## config.mk

```make
export PLATFORM = sky130hd
export DESIGN_NAME = mem_access_unit
export DESIGN_NICKNAME = d
export VERILOG_FILES = /design/src/rtl/mem_access_unit.sv
export SDC_FILE = /design/constraint.sdc
export NUM_CORES = 1
export LEC_CHECK = 0
export CAP_MARGIN = 20
export CORE_MARGIN = 2
export CORE_UTILIZATION = 35
export CTS_BUF_LIST = sky130_fd_sc_hd__clkbuf_16
export DETAILED_ROUTE_END_ITERATION = 16
export GPL_ROUTABILITY_DRIVEN = 0
export GPL_TIMING_DRIVEN = 0
export PLACE_DENSITY = 0.73
export REMOVE_ABC_BUFFERS = 1
export SLEW_MARGIN = 25
export SYNTH_ARGS = -nofsm -noshare
export SYNTH_HDL_FRONTEND = slang
export SYNTH_SLANG_ARGS = --single-unit
```

## constraint.sdc

```tcl
create_clock -name CLK -period 1.8 [get_ports CLK]
set_input_delay 0.36 -clock CLK [delete_from_list [all_inputs] [get_ports CLK]]
set_output_delay 0.36 -clock CLK [all_outputs]
set_load 0.1 [all_outputs]
```

## src/rtl/mem_access_unit.sv

```systemverilog
// Data-memory initiator: one load/store at a time, validated up front, with a
// fixed ACCESS/CAPTURE/RESP sequence and an extended load result or exception.
module mem_access_unit #(
  parameter int unsigned SIZE = 3
) (
  input  logic              CLK,
  input  logic              RST_N,
  input  logic              req_valid,
  output logic              req_ready,
  input  logic              req_store,
  input  logic [2:0]        req_funct3,
  input  logic [31:0]       req_addr,
  input  logic [31:0]       req_wdata,
  output logic              resp_valid,
  input  logic              resp_ready,
  output logic [31:0]       resp_rdata,
  output logic [1:0]        resp_exc,
  output logic              mem_en,
  output logic              mem_wr_rd,
  output logic [SIZE+2:0]   mem_addr,
  output logic [1:0]        mem_size,
  output logic [31:0]       mem_data_out,
  input  logic [31:0]       mem_data_in,
  input  logic              mem_exception
);

  localparam int unsigned AW = SIZE + 3;

  localparam logic [1:0] EXC_NONE     = 2'b00;
  localparam logic [1:0] EXC_MISALIGN = 2'b01;
  localparam logic [1:0] EXC_FAULT    = 2'b10;
  localparam logic [1:0] EXC_ILLEGAL  = 2'b11;

  typedef enum logic [1:0] {
    S_IDLE,
    S_ACCESS,
    S_CAPTURE,
    S_RESP
  } state_e;

  state_e          state_q, state_d;
  logic            store_q, store_d;
  logic [2:0]      funct3_q, funct3_d;
  logic [31:0]     rdata_q, rdata_d;
  logic [1:0]      exc_q, exc_d;
  logic [AW-1:0]   mem_addr_q, mem_addr_d;
  logic [1:0]      mem_size_q, mem_size_d;
  logic [31:0]     mem_data_out_q, mem_data_out_d;

  logic            accept;
  logic            illegal;
  logic            misaligned;
  logic            out_of_range;
  logic [1:0]      req_exc;
  logic            req_err;
  logic [31:0]     wdata_masked;
  logic [31:0]     load_ext;

  assign accept = req_valid && (state_q == S_IDLE);

  // Request validation; priority is illegal > misaligned > out of range.
  always_comb begin
    illegal      = (req_funct3 == 3'b011) || (req_funct3[2:1] == 2'b11) ||
                   (req_funct3[2] && req_store);
    misaligned   = ((req_funct3[1:0] == 2'b01) && req_addr[0]) ||
                   ((req_funct3[1:0] == 2'b10) && (req_addr[1:0] != 2'b00));
    out_of_range = |(req_addr >> AW);
    if (illegal)           req_exc = EXC_ILLEGAL;
    else if (misaligned)   req_exc = EXC_MISALIGN;
    else if (out_of_range) req_exc = EXC_FAULT;
    else                   req_exc = EXC_NONE;
    req_err = (req_exc != EXC_NONE);
  end

  always_comb begin
    case (req_funct3[1:0])
      2'b00:   wdata_masked = {24'h0, req_wdata[7:0]};
      2'b01:   wdata_masked = {16'h0, req_wdata[15:0]};
      default: wdata_masked = req_wdata;
    endcase
  end

  always_comb begin
    case (funct3_q)
      3'b000:  load_ext = {{24{mem_data_in[7]}}, mem_data_in[7:0]};
      3'b001:  load_ext = {{16{mem_data_in[15]}}, mem_data_in[15:0]};
      3'b100:  load_ext = {24'h0, mem_data_in[7:0]};
      3'b101:  load_ext = {16'h0, mem_data_in[15:0]};
      default: load_ext = mem_data_in;
    endcase
  end

  // State register
  always_ff @(posedge CLK) begin
    if (!RST_N) state_q <= S_IDLE;
    else        state_q <= state_d;
  end

  // Next-state logic
  always_comb begin
    state_d = state_q;
    case (state_q)
      S_IDLE:    if (req_valid) state_d = req_err ? S_RESP : S_ACCESS;
      S_ACCESS:  state_d = S_CAPTURE;
      S_CAPTURE: state_d = S_RESP;
      S_RESP:    if (resp_ready) state_d = S_IDLE;
      default:   state_d = S_IDLE;
    endcase
  end

  // Datapath registers
  always_ff @(posedge CLK) begin
    if (!RST_N) begin
      store_q        <= 1'b0;
      funct3_q       <= '0;
      rdata_q        <= '0;
      exc_q          <= EXC_NONE;
      mem_addr_q     <= '0;
      mem_size_q     <= '0;
      mem_data_out_q <= '0;
    end else begin
      store_q        <= store_d;
      funct3_q       <= funct3_d;
      rdata_q        <= rdata_d;
      exc_q          <= exc_d;
      mem_addr_q     <= mem_addr_d;
      mem_size_q     <= mem_size_d;
      mem_data_out_q <= mem_data_out_d;
    end
  end

  // Memory-side fields only move on a request that will really issue a cycle,
  // so they hold their last value through rejected requests.
  always_comb begin
    store_d        = store_q;
    funct3_d       = funct3_q;
    rdata_d        = rdata_q;
    exc_d          = exc_q;
    mem_addr_d     = mem_addr_q;
    mem_size_d     = mem_size_q;
    mem_data_out_d = mem_data_out_q;
    if (accept) begin
      store_d  = req_store;
      funct3_d = req_funct3;
      rdata_d  = '0;
      exc_d    = req_exc;
      if (!req_err) begin
        mem_addr_d     = req_addr[AW-1:0];
        mem_size_d     = req_funct3[1:0];
        mem_data_out_d = wdata_masked;
      end
    end else if (state_q == S_CAPTURE) begin
      if (mem_exception) begin
        exc_d   = EXC_FAULT;
        rdata_d = '0;
      end else begin
        exc_d   = EXC_NONE;
        rdata_d = store_q ? '0 : load_ext;
      end
    end
  end

  // Output logic
  always_comb begin
    req_ready    = RST_N && (state_q == S_IDLE);
    resp_valid   = (state_q == S_RESP);
    mem_en       = (state_q == S_ACCESS);
    mem_wr_rd    = (state_q == S_ACCESS) && store_q;
    resp_rdata   = rdata_q;
    resp_exc     = exc_q;
    mem_addr     = mem_addr_q;
    mem_size     = mem_size_q;
    mem_data_out = mem_data_out_q;
  end

endmodule
```

Word level (Yosys, flattened, before mapping):

Index checks and enable logic that the tools add are counted.

* register bits after elaboration: 80
* bits of input ports: 105
* output and inout port bits: 78

* eq/ne operators: 12
* multiplexer cells: 14
* bitwise logic cells: 2
* reductions and logical operators: 19

Operator list (number)
* case mux 32 bit (4 select lines): 1
* 2-to-1 mux 32 bit: 2
* case mux 32 bit (2 select lines): 1
* OR reduction 26 bit: 1
* 2-to-1 mux 2 bit: 9
* equality test 2 bit, second input constant: 4
* case mux 2 bit (4 select lines): 1
* equality test 3 bit, second input constant: 2
* logical AND 1 bit: 6
* nonzero test 2 bit: 3
* equality test 2 x 1 -> 1 bit, second input constant: 2
* zero test 2 bit: 2
* AND reduction 2 bit: 2
* equality test 3 x 1 -> 1 bit, second input constant: 1
* equality test 3 x 2 -> 1 bit, second input constant: 1
* zero test 3 bit: 1
* logical OR 1 bit: 3
* != test 2 x 1 -> 1 bit, second input constant: 1
* != test 2 bit, second input constant: 1
* inverter 1 bit: 2
* OR reduction 2 bit: 1

Depth between registers and ports, before layout:

Gate-level depths: netlist of the first run.

* depth in word-level cells: 9
* gate-level depth with buffers: 7
* mapped depth without buffers: 7

Worst setup path before layout of the first run:

OpenSTA, ideal clock, no wires.

* path type: register to output
* start point: register state_q[1]
* end point: output port mem_wr_rd
* arrival: 2.076 ns
* slack: -0.636 ns
* stages on the path, launching flop included: 4
* buffers on the path: 0
* cell sequence: dfxtp_1 -> inv_1 -> ha_1 -> and2_1

* word-level cells in the longest chain between the ends: 2

RTL lines
* from (decl): RTL line 41 `state_e state_q, state_d;`
* from (signal assigned): RTL line 96 `else state_q <= state_d;`
* equality test 2 x 1 -> 1 bit
* via mem_en: RTL line 18 `output logic mem_en,`
* logical AND 1 bit: RTL line 168 `mem_wr_rd = (state_q == S_ACCESS) && store_q;`
* to (decl): RTL line 19 `output logic mem_wr_rd,`

The timed path passes the listed nets, and every way through them passes these cells.

Worst setup path after layout of the first run:

* start point: input port req_funct3[0]
* end point: register mem_data_out_q[25] (netlist: mem_data_out[25])

* word-level cells in the longest chain between the ends: 8
* elaborated cells between the ends (all ways): 15
* classes of those cells: eq/ne: 3; mux: 3; bitwise: 1; reduce/logical: 8

RTL lines
* from (decl): RTL line 11 `input logic [2:0] req_funct3,`
* equality test 2 x 1 -> 1 bit / equality test 2 bit (equally long branches): RTL line 65, 76, 66
* logical AND 1 bit, on equally long branches: RTL line 65, 66
* logical OR 1 bit: RTL line 65 `misaligned = ((req_funct3[1:0] == 2'b01) && req_addr[0]) ||`
* 2-to-1 mux 2 bit: RTL line 69 `else if (misaligned) req_exc = EXC_MISALIGN;`
* 2-to-1 mux 2 bit: RTL line 68 `if (illegal) req_exc = EXC_ILLEGAL;`
* nonzero test 2 bit: RTL line 72 `req_err = (req_exc != EXC_NONE);`
* inverter 1 bit (no source line)
* AND reduction 2 bit (no source line)
* to (signal assigned): RTL line 128 `mem_data_out_q <= mem_data_out_d;`
* to (decl): RTL line 48 `logic [31:0] mem_data_out_q, mem_data_out_d;`

Several ways; a longest one is shown, not always the timed one.
A chain may end at the register's enable or synchronous reset.

==> impl_metrics.csv, run 1 <==
group,metric,value,unit
grt,grt_use_total,19.1,%
grt,grt_pass1_vias,3260,
route,ant_nets,0,
hold_path,hold_depth,2,
logic_synthesis,netlist_area,0.00343,mm²
floorplanning,io_pins,183,
logic_synthesis,postSynthCellCount,395,
worst_setup_path,r2r_slack,100,ps
place,port_buffers,182,
logic_synthesis,yosysWarnings,0,
logic_synthesis,synthSimpleGateAreaFrac,21.8,%
worst_setup_path,cp_data_required_time,2040,ps
route,dr.pass1.iters,4,
grt,grt_pass1_wl,15700,µm
worst_setup_path,cpPeakStageDelay,640,ps
logic_synthesis,netlist_top_cells_area,"dfxtp_1, mux2i_1, nand2_1, a21oi_1, nand2b_1",
place,dp_hpwl,6810,µm
place,pre_cts_ws,-1090,ps
route,wl_met3,1140,µm
logic_synthesis,synthMuxAreaShare,12.2,%
worst_setup_path,crit_chain,"clkdlybuf4s50_1 -> nor2_1 -> nor2_1 -> nor2_4 -> buf_12 -> buf_4 -> nand3_4 -> mux2i_1",
hold_path,min_to,"mem_data_out[22]$_SDFFE_PN0P_",
clocking,tritoncts,"done",
sta,setup-tns-final,0,ps
floorplanning,num_rows,36,
worst_setup_path,r2r_end,"mem_size[1]$_SDFFE_PN0P_",
power,power_leakage,2.36,nW
logic_synthesis,async_reset_ff_share,0,%
worst_setup_path,critPathMaxFanout,8,
route,drc,0,
clocking,cts_buffers,9,
clocking,cts_buffer_depth,2,
flow_run,cap_violations,0,
logic_synthesis,netlist-cell-type-count,32,
floorplanning,die_h,103,µm
route,top_layer,"met4",
sta,slew_viol_final,0,
power,ir_worst_vdd,456,µV
power,p_sw,2.39,mW
power,p_per_area,1000,mW/mm²
logic_synthesis,syn_avg_cell_area,8.69,µm²
worst_setup_path,start_kind,"input pin",
worst_setup_path,r2r.worst_path.cells,6,
final_layout,num-nets-final,690,
logic_synthesis,synth_flop_cell,"dfxtp_1",
route,met1_length,4420,µm
clocking,clock_sinks,80,
sta,maxSlewHeadroom,55.5,%
sta,fin_crit,1760,ps
floorplanning,die_area,0.0106,mm²
grt,grt_max_degree,69,
logic_synthesis,synth-compound-area-share,13.1,%
logic_synthesis,yosysTopAreaCellShare,46.7,%
route,met2_length,5030,µm
floorplanning,die_x,103,µm
outcome,status,"finished clean",
clocking,htreeDepth,3,
clocking,cts.clk_slew.worst_paths,60,ps
logic_synthesis,synth-adder-area-share,1.82,%
final_layout,synthToLayoutAreaGrowth,74.7,%
final_layout,layout-drive-gt1-share,22.4,%
power,internal_power,3.62,mW
sta,final.setup.worst_slack,41.0,ps
power,clockPowerShare,27.3,%
route,wl,10800,µm
logic_synthesis,ys_ff_latch,80,
clocking,holdBufCountCts,0,
route,drtIter0Drc,45,
worst_setup_path,crit_path_frequent_cell,"nor2_1",
sta,hold_viol,0,
route,via_per_inst,4.79,
logic_synthesis,synth_xor_area_share,0,%
route,wl_per_cell,15.1,µm
logic_synthesis,synth_top_area_cell,"dfxtp_1",
floorplanning,core_area,0.00964,mm²
worst_setup_path,cp_slowest_cell,"clkdlybuf4s50_1",
worst_setup_path,r2r_start,"state_q[1]$_SDFFE_PN0P_",
worst_setup_path,critPathArrivalTime,2000,ps
route,vias,3436,
logic_synthesis,yosysSeqAreaShare,46.7,%
worst_setup_path,crit_type,"input pin to register",
hold_path,worstHoldStart,"mem_data_out[22]$_SDFFE_PN0P_",
clocking,insertion_delay,330,ps
grt,antenna_found_initial,0,
clocking,cts_root_buf,"clkbuf_16",
sta,finClkSkew,5.44,ps
floorplanning,start_util,35.6,%
final_layout,fill_cells,848,
worst_setup_path,crit_path_end_kind,"register",
sta,rsz0062_at_grt,"yes",
logic_synthesis,synth-edff-count,0,
power,power_frac_comb,39.1,%
sta,min_period_over_period,97.7,%
grt,gr-total-overflow,0,
sta,setup_violations,0,
sta,tightestPinTransition,668,ps
power,swShare,39.7,%
sta,max_freq,568,MHz
logic_synthesis,synth_top_family_by_area,"simple AND/OR/NAND/NOR gates",
hold_path,min-delay-path-class,"register to register",
power,sequentialPowerShare,33.6,%
final_layout,num_antenna_cells,0,
power,total_power,6.00,mW
## power by group through the flow
stage	Clock [mW]	Sequential, mW	Combinational, mW
after global placement	0	2.03	2.14
final	1.64	2.02	2.35
after detailed placement	0	2.04	2.18
after CTS	1.68	2.01	2.29
after floorplan	0	2.66	0.872
after global routing	1.74	2.03	2.50
## kinds of logic after synthesis
family,Yosys count
mux,42
flops,80
fa+ha+maj,5
compound gates,79
simple gates,158
buf+inv,31
## cells in the mapped netlist (2+ instances only)
cell type / count
nand2_1: 94
nor2_1: 13
dfxtp_1: 80
buf_1: 3
inv_1: 6
mux2i_1: 42
o311a_1: 2
o21a_1: 9
ha_1: 5
nand2b_1: 24
a21boi_0: 4
nor4_1: 6
o21ai_1: 5
o22ai_1: 2
buf_2: 3
buf_6: 4
o21ai_0: 22
and2_1: 5
a21oi_1: 33
nor2b_1: 7
clkbuf_1: 15
## worst max-delay path: cells and delay by family
| kind | cells | cell delay (ps) |
|---|---|---|
| multiplexers | 1 | 230 |
| AND/OR/NAND/NOR | 4 | 480 |
| buffers and inverters | 3 | 930 |
## stage by stage
stage	area [µm²]	util, %	std cells	hold WS, ps
after floorplan	3300	-	370	465
after global placement	5290	54.9	685	443
after detailed placement	5300	55.0	685	454
after CTS	5800	60.2	710	462
after global routing	5990	62.2	718	454
final	5990	62.2	718	458
## registers in the layout, indices dropped and copies added (netlist names)
signal and flops:
funct3_q 3, mem_addr 6, mem_data_out 32, mem_size 2, resp_exc 2, resp_rdata 32, state_q 2, store_q 1
## cell type report
type	instances	area, µm²	share of cell area [%]
clock buffers	9	225	3.76
well taps	133	166	2.78
inverters	6	26.3	0.438
repair buffers	193	2040	34.0
clock inverters	7	38.8	0.647
flip-flops and latches	80	1600	26.7
multi-input cells	290	1900	31.6
## what timing repair did
item / CTS / global route
resized for setup: 257 / 23
hold endpoints to repair: 0 / 0
setup buffers: 6 / 5
setup endpoints to repair: 152 / 52
gates cloned: 3 / 3
pin swaps: 4 / 8
## metal layers
metal / up-vias / track usage [%]
met3: 17 / 9.15
met2: 135 / 32.1
met4: 0 / 6.07
met5: - / 0
li1: 1704 / -
met1: 1580 / 21.3
## cells in the final DEF (no fill, tap or decap), drive strengths merged, types with 4 or more instances in the layout
cell type        n
clkdlybuf4s15   74
a21oi           33
o21a             9
nand2           94
nor4             6
inv              7
clkdlybuf4s50  101
o21ai           27
a21boi           4
dfxtp           80
nor2b            7
and2             6
nor2            14
mux2i           42
nand3            8
nand2b          24
buf             15
ha               5
clkbuf          10
clkinv           4
## worst max path at each step
stage / startpoint / endpoint / slack, ps / cells past startpoint
floorplan: state_q[1]$_SDFFE_PN0P_ / mem_wr_rd / -640 / 3
global placement: RST_N / req_ready / -2370 / 3
detailed placement: state_q[0]$_SDFFE_PN0P_ / resp_rdata[19]$_SDFFE_PP0P_ / -1090 / 6
CTS: state_q[0]$_SDFFE_PN0P_ / req_ready / 2 / 4
global route: req_funct3[0] / mem_data_out[25]$_SDFFE_PN0P_ / -80 / 8
finish: req_funct3[0] / mem_data_out[25]$_SDFFE_PN0P_ / 40 / 8
(Power assumes the default switching activity.)
==> run 2: changes to the inputs <==
--- a/config.mk
+++ b/config.mk
@@ -7,12 +7,12 @@
 export LEC_CHECK = 0
 export CAP_MARGIN = 20
 export CORE_MARGIN = 2
-export CORE_UTILIZATION = 35
+export CORE_UTILIZATION = 39
 export CTS_BUF_LIST = sky130_fd_sc_hd__clkbuf_16
 export DETAILED_ROUTE_END_ITERATION = 16
 export GPL_ROUTABILITY_DRIVEN = 0
 export GPL_TIMING_DRIVEN = 0
-export PLACE_DENSITY = 0.73
+export PLACE_DENSITY = 0.8
 export REMOVE_ABC_BUFFERS = 1
 export SLEW_MARGIN = 25
 export SYNTH_ARGS = -nofsm -noshare
==> constraint.sdc (replaced) <==
create_clock -name CLK -period 1.8 [get_ports CLK]
set_input_delay 0.36 -clock CLK [delete_from_list [all_inputs] [get_ports CLK]]
set_output_delay 0.36 -clock CLK [all_outputs]
set_load 0.02 [all_outputs]
==> run 2 against run 1 <==
Sequential cell count unchanged. Global-route usage increased by 2.5 points. Count of clock-buffer cells in the layout unchanged. Register-to-register slack improved by 90 ps. Clock power increased by 25%. Critical path depth decreased by 5. Worst setup slack improved by 8.1 ps. Die area decreased by 9.9%.
==> impl_metrics.csv, run 2 (same netlist as run 1, synthesis figures left out) <==
group,metric,value,unit
outcome,status,"finished clean",
worst_setup_path,crit_path_end_kind,"output pin",
final_layout,final_common_cell,"clkdlybuf4s50_1",
power,ir_worst_vdd,513,µV
floorplanning,io_pins,183,
route,via_per_inst,5.02,
final_layout,num-nets-final,692,
sta,whs,431,ps
worst_setup_path,cpPeakStageDelay,510,ps
grt,grt_use_total,21.5,%
final_layout,layout-drive-gt1-share,9.71,%
final_layout,synthToLayoutAreaGrowth,73.4,%
final_layout,multiInputGateArea,0.00186,mm²
final_layout,final_cell_mix,"clkdlybuf4s50_1, nand2_1, dfxtp_1",
worst_setup_path,r2r_slack,190,ps
flow_run,cap_violations,0,
route,wl_per_cell,15.5,µm
worst_setup_path,critPathBufInv,2,
route,ant_nets,0,
clocking,insertion_delay,320,ps
clocking,htreeDepth,3,
place,dp_hpwl,7000,µm
sta,finClkSkew,5.90,ps
grt,gr-total-overflow,0,
grt,grt_pass1_vias,3486,
worst_setup_path,r2r_end,"resp_rdata[28]$_SDFFE_PP0P_",
worst_setup_path,critPathTopFamily,"buffers and inverters",
floorplanning,num_rows,34,
sta,hold_viol,0,
sta,maxSlewHeadroom,56.3,%
clocking,clock_sinks,80,
worst_setup_path,r2r_start,"funct3_q[1]$_SDFFE_PN0P_",
floorplanning,die_x,97.8,µm
final_layout,fill_cells,666,
floorplanning,die_area,0.00957,mm²
hold_path,worstHoldStart,"req_funct3[0]",
sta,slew_viol_final,0,
clocking,cts_buffer_depth,2,
clocking,cts_root_buf,"clkbuf_16",
route,vias,3489,
floorplanning,start_util,39.7,%
power,power_leakage,2.43,nW
grt,grt_max_degree,69,
final_layout,seqCellArea,0.00161,mm²
final_layout,num_antenna_cells,0,
sta,min_period_over_period,97.3,%
sta,setup_violations,0,
worst_setup_path,crit_chain,"buf_4 -> and2_1 -> clkdlybuf4s15_2",
sta,max_freq,571,MHz
hold_path,hold_depth,3,
clocking,tritoncts,"done",
power,p_per_area,960,mW/mm²
hold_path,min-delay-path-class,"input pin to register",
grt,grt_pass1_wl,16700,µm
grt,antenna_found_initial,0,
route,drtIter0Drc,92,
route,drc,0,
sta,setup-tns-final,0,ps
place,port_buffers,182,
worst_setup_path,start_kind,"input pin",
hold_path,min_to,"mem_size[0]$_SDFFE_PN0P_",
sta,fin_crit,1750,ps
floorplanning,core_area,0.00864,mm²
worst_setup_path,critPathArrivalTime,1390,ps
worst_setup_path,cp_data_required_time,1440,ps
worst_setup_path,critPathMaxFanout,68,
clocking,cts.clk_slew.worst_paths,60,ps
worst_setup_path,cp_slowest_cell,"buf_4",
worst_setup_path,r2r.worst_path.cells,5,
route,wl,10800,µm
route,dr.pass1.iters,4,
sta,tightestPinTransition,655,ps
worst_setup_path,crit_type,"input pin to output pin",
clocking,cts_buffers,9,
floorplanning,die_h,97.8,µm
run 2: worst max-delay path by stage:
stage / from / to / slack (ps) / cells after the start
global placement: RST_N / resp_rdata[21]$_SDFFE_PP0P_ / -2330 / 3
CTS: state_q[0]$_SDFFE_PN0P_ / req_ready / 0.3 / 4
detailed placement: state_q[0]$_SDFFE_PN0P_ / resp_rdata[17]$_SDFFE_PP0P_ / -1000 / 6
finish: RST_N / req_ready / 50 / 3
global route: req_addr[15] / mem_addr[1]$_SDFFE_PN0P_ / -30 / 8
floorplan: req_addr[7] / mem_addr[0]$_SDFFE_PN0P_ / -330 / 5
run 2: area by class of cell:
| class | count | share of cell area, % |
|---|---|---|
| Multi-Input combinational cell | 290 | 31.2 |
| Tap cell | 108 | 2.27 |
| Clock inverter | 7 | 1.87 |
| Clock buffer | 9 | 3.79 |
| Sequential cell | 80 | 27.0 |
| Inverter | 6 | 0.442 |
| Timing Repair Buffer | 195 | 33.4 |
run 2: tightest hold or removal path: stages:
cell	delay, ps
dlymetal6s2s_1	200
nand2_1	90
mux2i_1	60
run 2: where the power goes:
part           internal (mW)  switching, mW
combinational          0.802          0.841
sequential              1.91          0.111
clock                   1.34          0.702
run 2: per-layer routing:
layer / vias up / global-route usage [%] / wire length, µm
met5: - / 0 / 0
met4: 0 / 7.80 / 193
met1: 1609 / 25.2 / 4440
li1: 1710 / - / -
met2: 155 / 36.7 / 5120
met3: 15 / 7.44 / 1040
run 2: through the flow:
stage                     power (mW)  setup slack, ps  util [%]  instance area [µm²]  cells
after floorplan                 2.83             -335         -                 3300    370
after global placement          3.46            -2330      60.9                 5260    660
after detailed placement        3.51            -1000      61.0                 5270    660
after CTS                       5.62            0.328      66.5                 5740    684
after global routing            5.97            -32.1      68.9                 5950    695
final                           5.71             49.1      68.9                 5950    695
run 2: timing repair:
| action | in CTS | in global routing |
|---|---|---|
| endpoints found under the setup margin | 78 | 75 |
| hold buffers | 0 | 0 |
| cloned | 3 | 4 |
| gates resized for setup | 20 | 23 |
| pin swaps | 4 | 7 |
| buffers inserted | 5 | 7 |
